`config.mk`:
```
export PLATFORM = sky130hd
export DESIGN_NAME = apb3_slot_mux
export DESIGN_NICKNAME = d
export VERILOG_FILES = /design/src/rtl/apb3_slot_mux.sv
export SDC_FILE = /design/constraint.sdc
export NUM_CORES = 1
export LEC_CHECK = 0
export ABC_CLOCK_PERIOD_IN_PS = 3400
export CORE_AREA = 2 2 288 290
export DETAILED_ROUTE_END_ITERATION = 16
export DIE_AREA = 0 0 290 292
export SLEW_MARGIN = 20
export SYNTH_ARGS = -nofsm -noshare
export SYNTH_HDL_FRONTEND = slang
export SYNTH_SLANG_ARGS = --single-unit
export TNS_END_PERCENT = 100
```
`constraint.sdc`:
```
create_clock -name PCLK -period 3.4 [get_ports PCLK]
set_input_delay 0.68 -clock PCLK [delete_from_list [all_inputs] [get_ports PCLK]]
set_output_delay 0.68 -clock PCLK [all_outputs]
set_load 0.05 [all_outputs]
```
`src/rtl/apb3_slot_mux.sv`:
```
// APB3 one-to-many slot multiplexer: decodes a 4-bit address field into a slave select,
// routes the selected slave's response back, and aborts transfers whose slave stalls too long.
module apb3_slot_mux #(
    parameter int          APB_DWIDTH     = 32,
    parameter int          NUM_SLOTS      = 16,
    parameter logic [15:0] SLOT_ENABLE    = 16'hFFFF,
    parameter int          SLOT_LSB       = 24,
    parameter int          TIMEOUT_CYCLES = 256
) (
    input  logic                            PCLK,
    input  logic                            PRESETN,
    input  logic [31:0]                     PADDR,
    input  logic                            PSEL,
    input  logic                            PENABLE,
    input  logic                            PWRITE,
    input  logic [APB_DWIDTH-1:0]           PWDATA,
    output logic [APB_DWIDTH-1:0]           PRDATA,
    output logic                            PREADY,
    output logic                            PSLVERR,
    output logic [NUM_SLOTS-1:0]            PSELS,
    output logic [31:0]                     PADDRS,
    output logic                            PENABLES,
    output logic                            PWRITES,
    output logic [APB_DWIDTH-1:0]           PWDATAS,
    input  logic [NUM_SLOTS*APB_DWIDTH-1:0] PRDATAS,
    input  logic [NUM_SLOTS-1:0]            PREADYS,
    input  logic [NUM_SLOTS-1:0]            PSLVERRS,
    output logic                            TIMEOUT_EVT,
    output logic [15:0]                     ERR_COUNT
);

    localparam logic [1:0] IDLE   = 2'd0;
    localparam logic [1:0] SETUP  = 2'd1;
    localparam logic [1:0] ACCESS = 2'd2;
    localparam logic [1:0] ABORT  = 2'd3;

    localparam logic [4:0]  NUM_SLOTS_W  = 5'(NUM_SLOTS);
    localparam logic [15:0] TIMEOUT_LAST = 16'(TIMEOUT_CYCLES - 1);

    logic [1:0]            state;
    logic [1:0]            state_nxt;
    logic [3:0]            slot_q;
    logic [3:0]            slot_field;
    logic [3:0]            dec_slot;
    logic [15:0]           wcnt;
    logic [15:0]           err_count;
    logic                  timeout_evt;
    logic                  setup_phase;
    logic                  q_valid;
    logic                  sel_ready;
    logic                  sel_err;
    logic [APB_DWIDTH-1:0] sel_data;

    function automatic logic slot_ok(input logic [3:0] s);
        return ({1'b0, s} < NUM_SLOTS_W) && SLOT_ENABLE[s];
    endfunction

    assign slot_field  = PADDR[SLOT_LSB +: 4];
    assign setup_phase = PSEL & ~PENABLE;
    assign q_valid     = slot_ok(slot_q);
    assign dec_slot    = (state == ACCESS) ? slot_q : slot_field;

    assign PADDRS      = PADDR;
    assign PWRITES     = PWRITE;
    assign PWDATAS     = PWDATA;
    assign PENABLES    = PENABLE & (|PSELS);
    assign TIMEOUT_EVT = timeout_evt;
    assign ERR_COUNT   = err_count;

    always_comb begin
        sel_ready = 1'b0;
        sel_err   = 1'b0;
        sel_data  = '0;
        for (int i = 0; i < NUM_SLOTS; i++) begin
            if (slot_q == 4'(i)) begin
                sel_ready = PREADYS[i];
                sel_err   = PSLVERRS[i];
                sel_data  = PRDATAS[i*APB_DWIDTH +: APB_DWIDTH];
            end
        end
    end

    // Selects are gated by reset so a master already driving PSEL cannot reach a slave while in reset
    always_comb begin
        PSELS = '0;
        if (PRESETN && PSEL && (state != ABORT) && slot_ok(dec_slot)) begin
            for (int i = 0; i < NUM_SLOTS; i++) begin
                if (dec_slot == 4'(i)) PSELS[i] = 1'b1;
            end
        end
    end

    always_comb begin
        PREADY  = 1'b1;
        PSLVERR = 1'b0;
        PRDATA  = '0;
        case (state)
            ACCESS: begin
                if (q_valid) begin
                    PREADY  = sel_ready;
                    PSLVERR = sel_err & sel_ready;
                    PRDATA  = sel_data;
                end else begin
                    PSLVERR = 1'b1;
                end
            end
            ABORT:   PSLVERR = 1'b1;
            default: ;
        endcase
    end

    // A valid ACCESS persists until the master leaves it; an unmapped slot answers once and drops out
    always_comb begin
        state_nxt = state;
        if (state == ABORT) begin
            state_nxt = IDLE;
        end else if (setup_phase) begin
            state_nxt = SETUP;
        end else begin
            case (state)
                SETUP:  state_nxt = (PSEL && PENABLE) ? ACCESS : IDLE;
                ACCESS: begin
                    if (!PSEL || !q_valid)
                        state_nxt = IDLE;
                    else if (!sel_ready && (wcnt == TIMEOUT_LAST))
                        state_nxt = ABORT;
                end
                default: state_nxt = IDLE;
            endcase
        end
    end

    always_ff @(posedge PCLK or negedge PRESETN) begin
        if (!PRESETN) begin
            state       <= IDLE;
            slot_q      <= '0;
            wcnt        <= '0;
            timeout_evt <= 1'b0;
            err_count   <= '0;
        end else begin
            state       <= state_nxt;
            timeout_evt <= (state_nxt == ABORT);
            if (setup_phase && (state != ABORT)) slot_q <= slot_field;
            if ((state == ACCESS) && (state_nxt == ACCESS)) begin
                if (!PREADY) wcnt <= wcnt + 16'd1;
            end else begin
                wcnt <= '0;
            end
            if (PREADY && PSLVERR && (err_count != 16'hFFFF)) err_count <= err_count + 16'd1;
        end
    end

endmodule

```
# ---- Word level (Yosys, flattened, before mapping)
# Memories as Yosys holds them, arrays and structs flattened.
# Cells that the tools add are included.
dict set report word_totals {
  register_bits 39
  mem_count 2
  word_cells 152
  in_bits 613
  mem_bits_ro 32
}
# memory words word_bits rd rd_ports_with_merged_regs write_ports line_no
set memory_table {}
lappend memory_table {{(name not given)} 16 1 1 0 0 55} ;# return ({1'b0, s} < NUM_SLOTS_W) && SLOT_ENABLE[s];
lappend memory_table {{(name not given)} 16 1 1 0 0 55}
dict set report op_classes {
  n_eq_ne 39
  addsub 2
  magnitude_cmp 2
  n_bitwise 4
  reduce_logical 16
  mux 82
}
# cell count
set op_table {}
lappend op_table {{32-bit two-way mux} 18}
lappend op_table {{4-bit equality test, second input constant} 16}
lappend op_table {{1-bit two-way mux} 53}
lappend op_table {{16-bit two-way mux} 3}
lappend op_table {{16-bit by 1-bit adder with 16-bit output, second input constant} 2}
lappend op_table {{4-bit by 3-bit equality test with 1-bit output, second input constant} 8}
lappend op_table {{16-bit by 8-bit equality test with 1-bit output, second input constant} 1}
lappend op_table {{4-bit by 2-bit equality test with 1-bit output, second input constant} 4}
lappend op_table {{16-bit != test, second input constant} 1}
lappend op_table {{16-bit OR reduction} 1}
lappend op_table {{4-bit by 5-bit less-than comparator with 1-bit output, second input constant} 2}
lappend op_table {{2-bit two-way mux} 5}
lappend op_table {{1-bit logical AND} 9}
lappend op_table {{2-bit equality test, second input constant} 4}
lappend op_table {{4-bit by 1-bit equality test with 1-bit output, second input constant} 2}
lappend op_table {{4-bit logical NOT} 2}
lappend op_table {{4-bit two-way mux} 1}
lappend op_table {{2-bit != test, second input constant} 2}
lappend op_table {{2-bit one-hot mux with 2 select lines} 1}
lappend op_table {{1-bit bitwise AND} 3}
lappend op_table {{1-bit logical NOT} 3}
lappend op_table {{2-bit by 1-bit equality test with 1-bit output, second input constant} 1}
lappend op_table {{1-bit one-hot mux with 2 select lines} 1}
lappend op_table {{1-bit logical OR} 1}
lappend op_table {{1-bit NOT} 1}

# ---- Longest topological paths before layout
dict set report depth {
  word_depth 27
  depth_mapped 12
  mapped_depth_nobuf 8
}

# ---- Worst setup path after synthesis
# Ideal clock, no wire load.
dict set report synth_path {
  path_kind {reg-to-output}
  start {register slot_q[0]}
  end {output port PRDATA[0]}
  stages_incl_launch_ff 11
  t_arrival_ns 3.024
  t_required_ns 2.720
  path_buffers 4
  slack_ns -0.304
  path_cell_list {dfrtp_1 -> buf_6 -> buf_12 -> nand2b_1 -> nor3_1 -> clkbuf_1 -> buf_1 -> a22oi_1 -> nand2_1 -> a221oi_1 -> nor3_1}
}
dict set report synth_between {
  elab_chain_cells 19
  elab_cells_between_ends 36
  classes_between {15 x eq/ne; 19 x mux; 1 x reduce/logical; 1 x memory}
}
# element line_no
set synth_lines {}
lappend synth_lines {{start: declaration} 42} ;# logic [3:0] slot_q;
lappend synth_lines {{start signal: assignment} 143} ;# if (setup_phase && (state != ABORT)) slot_q <= slot_field;
lappend synth_lines {{4-bit logical NOT} 75} ;# if (slot_q == 4'(i)) begin
lappend synth_lines {{32-bit two-way mux (16 in a row)} 75}
lappend synth_lines {{32-bit two-way mux *} 99} ;# if (q_valid) begin
lappend synth_lines {{32-bit two-way mux *} 97} ;# case (state)
lappend synth_lines {{end: declaration} 17} ;# output logic [APB_DWIDTH-1:0] PRDATA,
# Mark *: on every way between the ends. The rest lies on a longest branch, timed or not. The select of a mux whose other input is x is not followed.

# ---- Worst setup path after layout
dict set report layout_path {
  start {register slot_q[0]}
  end {output port PRDATA[15]}
}
# The elaborated chain is that of the path after synthesis.

==> results_tabular.tex <==
\begin{tabular}{lr}
\hline
Metric & Value \\
\hline
\multicolumn{2}{l}{\textbf{Synthesis}} \\
\quad Post-Synthesis Mean Instance Area & 6.90 um2 \\
\quad \#FFs+latches synth & 39 \\
\quad Instance count of the mapped netlist & 1,014 \\
\quad Sequential cell area fraction in the yosys report & 0.139 \\
\quad Library cell occupying the most area in the post-synthesis netlist & sky130\_fd\_sc\_hd\_\_dfrtp\_1 \\
\quad YS warnings & 0 \\
\quad Async S/R FF share, synth & 1.00 \\
\quad Synth top area share & 0.139 \\
\quad Most common flop cell mapped by yosys & sky130\_fd\_sc\_hd\_\_dfrtp\_1 \\
\quad Post-synth EDFFs & 0 \\
\quad Synthesized net count & 1,632 \\
\quad Synth cell types & 84 \\
\quad Most area-consuming cells after synthesis & sky130\_fd\_sc\_hd\_\_dfrtp\_1, sky130\_fd\_sc\_hd\_\_buf\_4, sky130\_fd\_sc\_hd\_\_a22oi\_1 \\
\quad Synthesized cell area & 7000 um2 \\
\multicolumn{2}{l}{\textbf{Power}} \\
\quad Pwr Density & 248 nW/um2 \\
\quad Leakage power summed over all cells & 6.49 nW \\
\quad Peak ir drop on the vdd network & 0.131 mV \\
\quad Switching power as a share of total power & 0.441 \\
\quad Design Power & 4.58 mW \\
\quad Portion of total power attributed to combinational logic & 0.785 \\
\quad Clock share of power & 0.109 \\
\quad Internal power & 2.56 mW \\
\quad Switching power total & 2.02 mW \\
\quad Sequential fraction of design power & 0.105 \\
\multicolumn{2}{l}{\textbf{Critical path}} \\
\quad Nature of the critical path startpoint & flop \\
\quad Arrival time reported for the critical path endpoint & 2.99 ns \\
\quad Maximum fanout count along the critical path & 8 \\
\quad Cells along the critical path & or4b\_4 -> buf\_12 -> buf\_4 -> o211ai\_1 -> a31oi\_2 -> a211oi\_2 -> buf\_4 -> o22ai\_1 -> clkbuf\_16 \\
\quad Slowest library cell on the worst path & sky130\_fd\_sc\_hd\_\_or4b\_4 \\
\quad Data required time at the worst endpoint & 2.72 ns \\
\quad Crit Path Class & flop to primary output \\
\quad Library cell appearing most often on the critical path & sky130\_fd\_sc\_hd\_\_buf\_4 \\
\quad Largest stage delay on the critical path & 0.54 ns \\
\quad R2R depth & 16 \\
\quad WP buf/inv & 4 \\
\quad Cell class contributing the biggest share of worst-path delay & compound AO/OA/AOI/OAI gates \\
\quad Instance count on the critical path & 9 \\
\quad Endpoint kind of the worst setup timing path & primary output \\
\multicolumn{2}{l}{\textbf{Die}} \\
\quad Overall die height & 292 um \\
\quad Row Count & 105 \\
\quad X dimension of the die & 290 um \\
\quad Die area & 84,700 um2 \\
\quad Ports placed on the boundary & 746 \\
\quad Core area & 81,600 um2 \\
\quad Initial core utilization & 0.0858 \\
\multicolumn{2}{l}{\textbf{Detailed routing}} \\
\quad Number of DRC markers in iteration 0 & 762 \\
\quad DR vias/cell & 4.26 \\
\quad Total number of vias & 12,100 \\
\quad Router iterations before antenna repair & 5 \\
\quad Post-DRT Antenna Nets & 0 \\
\quad Post-route DRC & 0 \\
\quad Final wirelength & 82.9 mm \\
\quad Wire length per cell after detailed routing & 29.2 um \\
\multicolumn{2}{l}{\textbf{Clock network}} \\
\quad Max H-tree Level & 2 \\
\quad Clock sink count & 39 \\
\quad Clock network latency to the later pin of the worst-skew pair & 0.30 ns \\
\quad Maximum count of clock buffers along a single path & 2 \\
\quad Library cell used as clock root buffer & sky130\_fd\_sc\_hd\_\_clkbuf\_16 \\
\quad Number of buffers added by the clock tree synthesis step & 5 \\
\quad \# hold bufs at CTS & 0 \\
\quad Clk pin slew, worst setup/hold paths & 0.07 ns \\
\quad Clock tree from TritonCTS & built \\
\multicolumn{2}{l}{\textbf{Cells and area}} \\
\quad Layout Nets & 2,379 \\
\quad Layout-stage area growth over the synthesis result & 164\% \\
\quad Fraction of final layout cells sized beyond drive strength 1 & 0.301 \\
\quad Post-route non-filler standard cell count & 2,842 \\
\multicolumn{2}{l}{\textbf{STA}} \\
\quad Final-report hold violation count & 0 \\
\quad Worst-Margin Slew & 0.730 ns \\
\quad Max Transition Viols Final & 0 \\
\quad Min setup slack post-route & -0.272 ns \\
\quad Maximum clock frequency & 0.272 GHz \\
\quad Fin crit share & 1.08 \\
\quad Unrepaired setup endpoints after global routing & true \\
\quad Worst slew margin relative to its limit & 0.511 \\
\quad Shortest period the worst path allows & 3.67 ns \\
\quad Clock Skews & 0.00732 ns \\
\quad Setup violators final & 32 \\
\multicolumn{2}{l}{\textbf{Placed design}} \\
\quad Placed cells & 2,762 \\
\quad RD Place Congestion & 0.914 \\
\quad Placed wire-length estimate after detailed placement & 70.0 mm \\
\quad IO buf count & 623 \\
\multicolumn{2}{l}{\textbf{Outcome}} \\
\quad Violated checks & negative setup slack \\
\quad Status & finished, violations left \\
\multicolumn{2}{l}{\textbf{Run}} \\
\quad Max-capacitance violation count & 0 \\
\multicolumn{2}{l}{\textbf{Global route}} \\
\quad Wire length of the first global-routing pass & 109 mm \\
\quad Largest net degree at the start of global routing & 31 \\
\quad Total track usage & 0.187 \\
\quad Total grt overflow & 0 \\
\quad Number of antenna violations at the first check in global routing & 28 \\
\quad Via count of the first global-routing pass & 12,400 \\
\multicolumn{2}{l}{\textbf{Hold path}} \\
\quad Worst Hold Class & input pin to async pin \\
\hline
\end{tabular}
-- cell families after synthesis --
group	Yosys count	share of synthesized area
flip-flops	39	0.139
AND/OR/NAND/NOR	331	0.224
multiplexers	19	0.0349
buffers and inverters	170	0.139
XOR/XNOR	18	0.0225
adder cells (fa/ha/maj)	5	0.00894
AO/OA/AOI/OAI	432	0.431
-- flip-flops by register name, summed over array words and instances (netlist names) --
signal,flops
TIMEOUT_EVT,1
wcnt,16
slot_q,4
ERR_COUNT,16
state,2
-- cells in the mapped netlist, types with 17 or more instances --
library cell	number
sky130_fd_sc_hd__nor3_1	23
sky130_fd_sc_hd__a221oi_1	30
sky130_fd_sc_hd__a22oi_1	61
sky130_fd_sc_hd__o221ai_1	27
sky130_fd_sc_hd__clkbuf_1	63
sky130_fd_sc_hd__a21oi_1	76
sky130_fd_sc_hd__nor2_1	108
sky130_fd_sc_hd__nand2_1	78
sky130_fd_sc_hd__o21ai_0	77
sky130_fd_sc_hd__dfrtp_1	39
sky130_fd_sc_hd__o22ai_1	35
sky130_fd_sc_hd__o211ai_1	17
sky130_fd_sc_hd__nand3_1	39
sky130_fd_sc_hd__a31oi_1	27
sky130_fd_sc_hd__buf_4	65
-- timing repair --
| action | in CTS | in global routing |
|---|---|---|
| setup buffers | 46 | 19 |
| resized for setup | 251 | 107 |
| cloned | 4 | 2 |
| endpoints found under the setup margin | 35 | 51 |
| pin swaps | 84 | 62 |
-- per-layer routing --
| layer | track usage | part of all wire | routed length [um] |
|---|---|---|---|
| met2 | 0.326 | 0.48 | 39900 |
| met4 | 0.0600 | 0.038 | 3190 |
| met3 | 0.0448 | 0.074 | 6130 |
| met5 | 0 | 0.0011 | 88 |
| met1 | 0.226 | 0.41 | 33600 |
-- power by group through the flow --
stage          registers [mW]  logic [mW]  clock network [mW]
6_report                0.482        3.60               0.501
3_5_place_dp            0.492        2.92                   0
5_1_grt                 0.483        3.79               0.542
3_3_place_gp            0.491        2.93                   0
4_1_cts                 0.483        3.47               0.527
2_1_floorplan           0.489        1.04                   0
-- path summary, 6_finish.rpt --
path	start	endpoint	slack [ns]
setup / recovery	slot_q[0]	PRDATA[15]	-0.27
hold / removal	PRESETN	ERR_COUNT[8]	0.38
setup reg to reg	slot_q[0]	ERR_COUNT[1]	0.12
hold reg to reg	ERR_COUNT[11]	ERR_COUNT[11]	0.51
max in group asynchronous	PRESETN	slot_q[0]	2.67
min in group PCLK	ERR_COUNT[11]	ERR_COUNT[11]	0.51
-- placed cells by master (no fill, tap or decap), types with 15 or more instances in the layout --
master,count
sky130_fd_sc_hd__buf_4,170
sky130_fd_sc_hd__o22ai_1,15
sky130_fd_sc_hd__nand2_1,72
sky130_fd_sc_hd__buf_12,72
sky130_fd_sc_hd__nand3_1,34
sky130_fd_sc_hd__a21oi_1,61
sky130_fd_sc_hd__xnor2_1,16
sky130_fd_sc_hd__nor2_1,99
sky130_fd_sc_hd__a22oi_1,57
sky130_fd_sc_hd__buf_6,58
sky130_fd_sc_hd__o221ai_1,19
sky130_fd_sc_hd__o21ai_0,59
sky130_fd_sc_hd__dfrtp_1,35
sky130_fd_sc_hd__o211ai_1,17
sky130_fd_sc_hd__o22ai_2,16
sky130_fd_sc_hd__clkdlybuf4s50_1,569
-- metrics by stage --
step	setup WS, ns	hold slack, ns	utilization	TNS [ns]	area [um2]
after floorplan	0.00646	0.384	-	0	7060
after global placement	-1.24	0.483	0.196	-10.61	16000
after detailed placement	-1.23	0.491	0.196	-10.23	16000
after CTS	-0.338	0.378	0.219	-6.30	17800
after global routing	-0.360	0.396	0.226	-6.96	18500
final	-0.272	0.382	0.227	-3.55	18500
-- layout make-up --
class                      instances  area [um2]
inverter                          15        72.6
sequential                        39         986
antenna                           10        25.0
tap                             1070        1340
fill                            8954       63100
clock buffer                       5         125
timing repair buffer             895        9590
clock inverter                     3        23.8
multi-input combinational        805        6320
No activity file was read; power rests on OpenSTA's default activity.
